==> src/rtl/sha256_ctrl_pkg.sv <==
// Shared types and constants for the SHA-256 message sequencer.
package sha256_ctrl_pkg;

    typedef enum logic [2:0] {
        IDLE,
        FILL,
        PAD,
        LEN,
        ISSUE,
        WAIT,
        DONE
    } ctrl_state_e;

    typedef enum logic [1:0] {
        RET_FILL,
        RET_PAD,
        RET_FIN
    } ret_state_e;

    localparam logic [15:0] PAD_WORD      = 16'h8000;
    localparam logic [4:0]  LEN_WORD_IDX  = 5'd28;
    localparam int unsigned WORDS_PER_BLK = 32;
    localparam logic [4:0]  LAST_WORD_IDX = 5'(WORDS_PER_BLK - 1);

    // Big-endian slice of the 64-bit message bit length for block words 28..31.
    function automatic logic [15:0] len_word(input logic [63:0] bit_len, input logic [1:0] sel);
        case (sel)
            2'd0:    return bit_len[63:48];
            2'd1:    return bit_len[47:32];
            2'd2:    return bit_len[31:16];
            default: return bit_len[15:0];
        endcase
    endfunction

endpackage

==> src/rtl/sha256_msg_ctrl_if.sv <==
// 16-bit message word stream feeding the SHA-256 sequencer.
interface sha256_msg_ctrl_if;

    logic        in_valid;
    logic        in_ready;
    logic [15:0] in_data;
    logic        in_last;
    logic [1:0]  in_nbytes;

    modport master (output in_valid, in_data, in_last, in_nbytes, input in_ready);
    modport slave  (input in_valid, in_data, in_last, in_nbytes, output in_ready);

endinterface

==> src/rtl/sha256_blk_buf.sv <==
// 512-bit message block register; word k occupies bits [511-16k -: 16].
module sha256_blk_buf (
    input  logic         mclk,
    input  logic         puc_rst,
    input  logic         we_i,
    input  logic [4:0]   idx_i,
    input  logic [15:0]  wdata_i,
    output logic [511:0] block_o
);

    logic [511:0] blk_q;

    // Single word write port into the block image.
    always_ff @(posedge mclk or posedge puc_rst) begin
        if (puc_rst) begin
            blk_q <= '0;
        end else if (we_i) begin
            blk_q[9'd511 - {idx_i, 4'b0000} -: 16] <= wdata_i;
        end
    end

    assign block_o = blk_q;

endmodule

==> src/rtl/sha256_msg_ctrl.sv <==
// Packs a 16-bit word stream into padded 512-bit blocks and sequences
// sha256_core through init/next until the final digest is valid.
module sha256_msg_ctrl
    import sha256_ctrl_pkg::*;
#(
    parameter int LEN_W = 32
) (
    input  logic             mclk,
    input  logic             puc_rst,
    input  logic             start,
    input  logic             abort,
    sha256_msg_ctrl_if.slave in_if,
    output logic             core_init,
    output logic             core_next,
    output logic             core_mode,
    output logic [511:0]     core_block,
    input  logic             core_ready,
    input  logic             core_digest_valid,
    output logic             busy,
    output logic             done
);

    ctrl_state_e      state_q;
    ret_state_e       ret_q;
    logic [4:0]       word_idx_q;
    logic [LEN_W-1:0] byte_cnt_q;
    logic             first_blk_q;
    logic             pad_pend_q;
    logic             skip_q;
    logic             in_ready_q;
    logic             core_init_q;
    logic             core_next_q;
    logic             busy_q;
    logic             done_q;

    logic             accept_s;
    logic             buf_we_s;
    logic [15:0]      buf_wdata_s;
    logic [63:0]      bit_len_s;

    assign accept_s  = in_if.in_valid & in_ready_q;
    assign bit_len_s = {61'(byte_cnt_q), 3'b000};

    // Block write source: stream data in FILL, filler in PAD, bit length in LEN.
    always_comb begin
        buf_we_s    = 1'b0;
        buf_wdata_s = 16'h0000;
        case (state_q)
            FILL: begin
                if (accept_s && !(in_if.in_last && (in_if.in_nbytes == 2'd0))) begin
                    buf_we_s = 1'b1;
                    if (in_if.in_last && (in_if.in_nbytes == 2'd1)) begin
                        buf_wdata_s = {in_if.in_data[15:8], 8'h80};
                    end else begin
                        buf_wdata_s = in_if.in_data;
                    end
                end else begin
                    buf_we_s = 1'b0;
                end
            end
            PAD: begin
                if ((word_idx_q == LEN_WORD_IDX) && !pad_pend_q) begin
                    buf_we_s = 1'b0;
                end else begin
                    buf_we_s    = 1'b1;
                    buf_wdata_s = pad_pend_q ? PAD_WORD : 16'h0000;
                end
            end
            LEN: begin
                buf_we_s    = 1'b1;
                buf_wdata_s = len_word(bit_len_s, word_idx_q[1:0]);
            end
            default: buf_we_s = 1'b0;
        endcase
    end

    sha256_blk_buf u_blk_buf (
        .mclk    (mclk),
        .puc_rst (puc_rst),
        .we_i    (buf_we_s),
        .idx_i   (word_idx_q),
        .wdata_i (buf_wdata_s),
        .block_o (core_block)
    );

    // Sequencer: counters, padding progress and core handshake.
    always_ff @(posedge mclk or posedge puc_rst) begin
        if (puc_rst) begin
            state_q     <= IDLE;
            ret_q       <= RET_FILL;
            word_idx_q  <= 5'd0;
            byte_cnt_q  <= '0;
            first_blk_q <= 1'b1;
            pad_pend_q  <= 1'b0;
            skip_q      <= 1'b0;
            in_ready_q  <= 1'b0;
            core_init_q <= 1'b0;
            core_next_q <= 1'b0;
            busy_q      <= 1'b0;
            done_q      <= 1'b0;
        end else begin
            core_init_q <= 1'b0;
            core_next_q <= 1'b0;
            if (abort) begin
                state_q    <= IDLE;
                in_ready_q <= 1'b0;
                busy_q     <= 1'b0;
                done_q     <= 1'b0;
            end else begin
                case (state_q)
                    IDLE, DONE: begin
                        if (start) begin
                            state_q     <= FILL;
                            word_idx_q  <= 5'd0;
                            byte_cnt_q  <= '0;
                            first_blk_q <= 1'b1;
                            pad_pend_q  <= 1'b0;
                            in_ready_q  <= 1'b1;
                            busy_q      <= 1'b1;
                            done_q      <= 1'b0;
                        end
                    end
                    FILL: begin
                        if (accept_s && !in_if.in_last) begin
                            byte_cnt_q <= byte_cnt_q + LEN_W'(2'd2);
                            word_idx_q <= word_idx_q + 5'd1;
                            if (word_idx_q == LAST_WORD_IDX) begin
                                state_q    <= ISSUE;
                                ret_q      <= RET_FILL;
                                in_ready_q <= 1'b0;
                            end
                        end else if (accept_s) begin
                            // A final word that completes the block must be issued before padding.
                            in_ready_q <= 1'b0;
                            ret_q      <= RET_PAD;
                            case (in_if.in_nbytes)
                                2'd0: begin
                                    pad_pend_q <= 1'b1;
                                    state_q    <= PAD;
                                end
                                2'd1: begin
                                    byte_cnt_q <= byte_cnt_q + LEN_W'(2'd1);
                                    word_idx_q <= word_idx_q + 5'd1;
                                    pad_pend_q <= 1'b0;
                                    state_q    <= (word_idx_q == LAST_WORD_IDX) ? ISSUE : PAD;
                                end
                                default: begin
                                    byte_cnt_q <= byte_cnt_q + LEN_W'(2'd2);
                                    word_idx_q <= word_idx_q + 5'd1;
                                    pad_pend_q <= 1'b1;
                                    state_q    <= (word_idx_q == LAST_WORD_IDX) ? ISSUE : PAD;
                                end
                            endcase
                        end
                    end
                    PAD: begin
                        if ((word_idx_q == LEN_WORD_IDX) && !pad_pend_q) begin
                            state_q <= LEN;
                        end else begin
                            pad_pend_q <= 1'b0;
                            word_idx_q <= word_idx_q + 5'd1;
                            if (word_idx_q == LAST_WORD_IDX) begin
                                state_q <= ISSUE;
                                ret_q   <= RET_PAD;
                            end
                        end
                    end
                    LEN: begin
                        word_idx_q <= word_idx_q + 5'd1;
                        if (word_idx_q == LAST_WORD_IDX) begin
                            state_q <= ISSUE;
                            ret_q   <= RET_FIN;
                        end
                    end
                    ISSUE: begin
                        if (core_ready) begin
                            core_init_q <= first_blk_q;
                            core_next_q <= ~first_blk_q;
                            first_blk_q <= 1'b0;
                            skip_q      <= 1'b1;
                            state_q     <= WAIT;
                        end
                    end
                    WAIT: begin
                        // core_ready still reflects the pre-pulse idle state for one cycle.
                        if (skip_q) begin
                            skip_q <= 1'b0;
                        end else if (core_ready) begin
                            case (ret_q)
                                RET_FIN: begin
                                    if (core_digest_valid) begin
                                        state_q <= DONE;
                                        busy_q  <= 1'b0;
                                        done_q  <= 1'b1;
                                    end
                                end
                                RET_FILL: begin
                                    state_q    <= FILL;
                                    in_ready_q <= 1'b1;
                                end
                                default: state_q <= PAD;
                            endcase
                        end
                    end
                    default: state_q <= IDLE;
                endcase
            end
        end
    end

    assign in_if.in_ready = in_ready_q;
    assign core_init      = core_init_q;
    assign core_next      = core_next_q;
    assign core_mode      = 1'b1;
    assign busy           = busy_q;
    assign done           = done_q;

endmodule

==> src/flat_wrapper.sv <==
// flat-port wrapper written by rule: the top's interface ports become plain ports
module sha256_msg_ctrl_flat import sha256_ctrl_pkg::*;
#(
    parameter int LEN_W = 32
)
  (mclk, puc_rst, start, abort, core_init, core_next, core_mode, core_block, core_ready, core_digest_valid, busy, done, in_if_in_valid, in_if_in_data, in_if_in_last, in_if_in_nbytes, in_if_in_ready);
  sha256_msg_ctrl_if in_if_i ();
  input  logic mclk;
  input  logic puc_rst;
  input  logic start;
  input  logic abort;
  output logic core_init;
  output logic core_next;
  output logic core_mode;
  output logic [511:0] core_block;
  input  logic core_ready;
  input  logic core_digest_valid;
  output logic busy;
  output logic done;
  input wire logic [$bits(in_if_i.in_valid)-1:0] in_if_in_valid;
  input wire logic [$bits(in_if_i.in_data)-1:0] in_if_in_data;
  input wire logic [$bits(in_if_i.in_last)-1:0] in_if_in_last;
  input wire logic [$bits(in_if_i.in_nbytes)-1:0] in_if_in_nbytes;
  output wire logic [$bits(in_if_i.in_ready)-1:0] in_if_in_ready;
  assign in_if_i.in_valid = in_if_in_valid;
  assign in_if_i.in_data = in_if_in_data;
  assign in_if_i.in_last = in_if_in_last;
  assign in_if_i.in_nbytes = in_if_in_nbytes;
  assign in_if_in_ready = in_if_i.in_ready;
  sha256_msg_ctrl #(.LEN_W(LEN_W)) u_core (.mclk(mclk), .puc_rst(puc_rst), .start(start), .abort(abort), .in_if(in_if_i), .core_init(core_init), .core_next(core_next), .core_mode(core_mode), .core_block(core_block), .core_ready(core_ready), .core_digest_valid(core_digest_valid), .busy(busy), .done(done));
endmodule
==> config.mk <==
export PLATFORM = sky130hd
export DESIGN_NAME = sha256_msg_ctrl_flat
export DESIGN_NICKNAME = d
export VERILOG_FILES = /design/src/rtl/sha256_ctrl_pkg.sv /design/src/rtl/sha256_msg_ctrl_if.sv /design/src/rtl/sha256_blk_buf.sv /design/src/rtl/sha256_msg_ctrl.sv /design/src/flat_wrapper.sv
export SDC_FILE = /design/constraint.sdc
export NUM_CORES = 1
export LEC_CHECK = 0
export CORE_ASPECT_RATIO = 1.1
export CORE_MARGIN = 2
export CORE_UTILIZATION = 50
export CTS_CLUSTER_DIAMETER = 150
export DETAILED_ROUTE_END_ITERATION = 8
export HOLD_SLACK_MARGIN = 0.06
export PLACE_DENSITY = 0.85
export SYNTH_ARGS = -nofsm -noshare
export SYNTH_HDL_FRONTEND = slang
export SYNTH_SLANG_ARGS = --single-unit
==> constraint.sdc <==
create_clock -name mclk -period 20.5 [get_ports mclk]
set_input_delay 2.05 -clock mclk [delete_from_list [all_inputs] [get_ports mclk]]
set_output_delay 2.05 -clock mclk [all_outputs]
set_load 0.02 [all_outputs]
==> impl_metrics.py <==
metrics = {
    "floorplan": {
        "dieWidth_um": 209,
        "pin_count": 544,
        "die_h_um": 230,
        "initial_core_util": 0.508,
        "die-area_mm2": 0.0482,
        "core_area_mm2": 0.0458,
        "row_count": 82,
    },
    "clock_tree": {
        "cts_tree": "built",
        "ctsRootBufferMaster": "clkbuf_16",
        "cts_max_level": 2,
        "hold_buffers": 0,
        "post_cts_buffers": 0,
        "cts_buffers": 54,
        "cts.sinks": 562,
        "post_cts_resized": 0,
        "clock_path_buffers": 3,
        "clk_latency_ps": 620,
        "clk_pin_slew_ps": 60,
    },
    "synthesis": {
        "yosysSeqAreaShare": 0.606,
        "yosysWarnings": 0,
        "syn_area_per_cell_um2": 10.0,
        "ys_ff_latch": 562,
        "postSynthCellCount": 2318,
        "synth_edf_count": 0,
        "synth_top_area_share": 0.604,
        "ys_types": 71,
        "async_reset_ff_frac": 1.00,
        "synthTopCellsByArea": "dfrtp_1 60%, nand2_1 9.5%, o31ai_1 7.6%, o21ai_0 7.2%, buf_2 2.0%",
        "ys.flop_type": "dfrtp_1",
        "synth_area_leader_cell": "dfrtp_1",
        "synth_nets": 2356,
        "syn-cell-area_mm2": 0.0232,
    },
    "critical_path": {
        "worstPathMaxFanout": 32,
        "arrival_ps": 5580,
        "endpoint_kind": "register",
        "critical_path_class": "in -> reg",
        "cp.required_ps": 20990,
        "r2r-start": "u_core.word_idx_q[0]",
        "start_kind": "primary input",
        "crit_start": "in_if_in_valid",
    },
    "sta": {
        "drv_slew": 0,
        "tns_ps": 0,
        "slew_headroom": 0.110,
        "hold_viol": 0,
        "worstMarginPinSlew_ps": 1330,
        "fin_crit_sh": 0.248,
        "grt_setup_unrepaired": "false",
        "finalSetupViolations": 0,
        "min_period_ps": 5090,
        "holdWs_ps": 478,
        "clock_skew_ps": 25.6,
        "max_freq_mhz": 196,
        "timing.final.ws_setup_ps": 15410,
    },
    "run": {
        "drv_cap": 0,
    },
    "routing": {
        "first_iter_violations": 2105,
        "vias_per_cell": 6.05,
        "postRouteAntennaNets": 0,
        "via_count": 20500,
        "wirelength_um": 84800,
        "wl_per_cell_um": 25.0,
        "drc": 0,
        "first_pass_iters": 5,
    },
    "min_path": {
        "hold_class": "reg -> reg",
        "worstHoldStart": "u_core.u_blk_buf.block_o[36]",
    },
    "layout": {
        "area_growth_pct": 32.2,
        "finalNonFillerCells": 3396,
        "nNetsFinal": 2801,
        "final_cell_mix": "585 x nand2_1, 561 x dfrtp_1, 542 x clkdlybuf4s50_1",
        "fin_util": 0.671,
        "design_area_mm2": 0.0307,
        "final_common_cell": "nand2_1",
        "drive_gt1_frac": 0.0767,
    },
    "place": {
        "dp_slack_ps": 14830,
        "dp.cells": 3295,
        "portBuffers": 542,
        "dp_hpwl_um": 59100,
        "gp_congestion": 0.995,
        "placed_area_mm2": 0.0289,
    },
    "pwr": {
        "p_per_area_mw_per_mm2": 84.3,
        "p_clk_frac": 0.397,
        "power.switching_uw": 783,
        "p_int_mw": 1.80,
        "seqPwrFrac": 0.448,
        "comb_power_share": 0.154,
        "peakVddDrop_uv": 64.5,
        "sw_frac_of_total": 0.303,
        "leakagePower_nw": 12.7,
        "total_power_mw": 2.59,
    },
    "global_route": {
        "grt_overflow": 0,
        "grt_max_degree": 147,
        "antenna_found_initial": 1,
        "grt_pass1_wl_um": 128000,
        "track_usage": 0.349,
        "grt_pass1_vias": 20400,
    },
    "status": {
        "status": "finished, final reports clean",
    },
}
## worst max-delay path: stages
cell,delay [ps]
clkdlybuf4s50_1,580
and3b_1,590
o21ai_2,260
a21boi_4,580
nand3_1,930
o31ai_1,570
## worst paths after layout
path | end | slack [ps] | cells after the start
hold reg to reg | u_core.u_blk_buf.block_o[36] | 480 | 2
setup / recovery | u_core.u_blk_buf.block_o[181] | 15410 | 6
hold / removal | u_core.u_blk_buf.block_o[36] | 480 | 2
min in group asynchronous | u_core.u_blk_buf.block_o[292] | 2070 | 2
max in group asynchronous | u_core.byte_cnt_q[5] | 15930 | 4
setup reg to reg | u_core.u_blk_buf.block_o[481] | 16200 | 8
## cell families (layout without fill, tap and decap cells)
logic type | Yosys count | count (layout) | synth area share
multiplexers | 7 | 7 | 0.00329
buffers and inverters | 201 | 686 | 0.0386
AO/OA/AOI/OAI | 687 | 687 | 0.184
other | 1 | 6 | 0.000161
AND/OR/NAND/NOR | 844 | 844 | 0.160
XOR/XNOR | 4 | 4 | 0.00151
adder cells (fa/ha/maj) | 12 | 12 | 0.00646
flip-flops | 562 | 562 | 0.606
## state kept, by name (all words and copies together), names as in the netlist
signal,flops
u_core.state_q,3
u_core.pad_pend_q,1
u_core.ret_q,2
u_core.first_blk_q,1
u_core.word_idx_q,5
u_core.core_init,1
u_core.core_next,1
u_core.busy,1
u_core.skip_q,1
u_core.byte_cnt_q,32
u_core.done,1
u_core.u_blk_buf.block_o,512
u_core.in_if.in_ready,1
## synthesized netlist by cell type, types with 6 or more instances
cell type,n
nand3_1,44
buf_2,93
ha_1,12
o21ai_1,18
dfrtp_1,561
nor2b_1,7
clkbuf_1,82
or3_1,7
nand3b_1,6
nand4_1,12
inv_1,17
nor3_1,11
o31ai_1,235
o21ai_0,332
and3_1,10
o22ai_1,6
or2_2,55
a22oi_1,14
nand2b_1,23
nand2_1,585
nand3_2,12
nor2_1,48
a21oi_1,27
a31oi_1,17
## power groups by stage
stage | Sequential [mW] | Clock, mW | Combinational (mW)
final | 1.16 | 1.03 | 0.399
after floorplan | 1.17 | 0 | 0.246
after CTS | 1.16 | 1.03 | 0.397
after global placement | 1.18 | 0 | 0.390
after detailed placement | 1.18 | 0 | 0.396
after global routing | 1.16 | 1.08 | 0.427
## routing by layer
metal,share of wire,wire length [µm],global-route usage,vias to the layer above
li1,-,-,-,8977
met1,0.37,31800,0.438,10200
met2,0.47,40200,0.560,1116
met3,0.082,6980,0.0705,299
met4,0.069,5820,0.219,0
met5,0,0,0,-
## final cells by class
class | instances | area, µm²
repair buffers | 573 | 5660
well taps | 588 | 736
flip-flops and latches | 562 | 14100
multi-input cells | 1555 | 8340
fillers | 3333 | 15100
clock buffers | 74 | 1530
diodes | 5 | 12.5
inverters | 17 | 71.3
clock inverters | 22 | 278
Note: power is estimated with default switching activity, not from simulation.
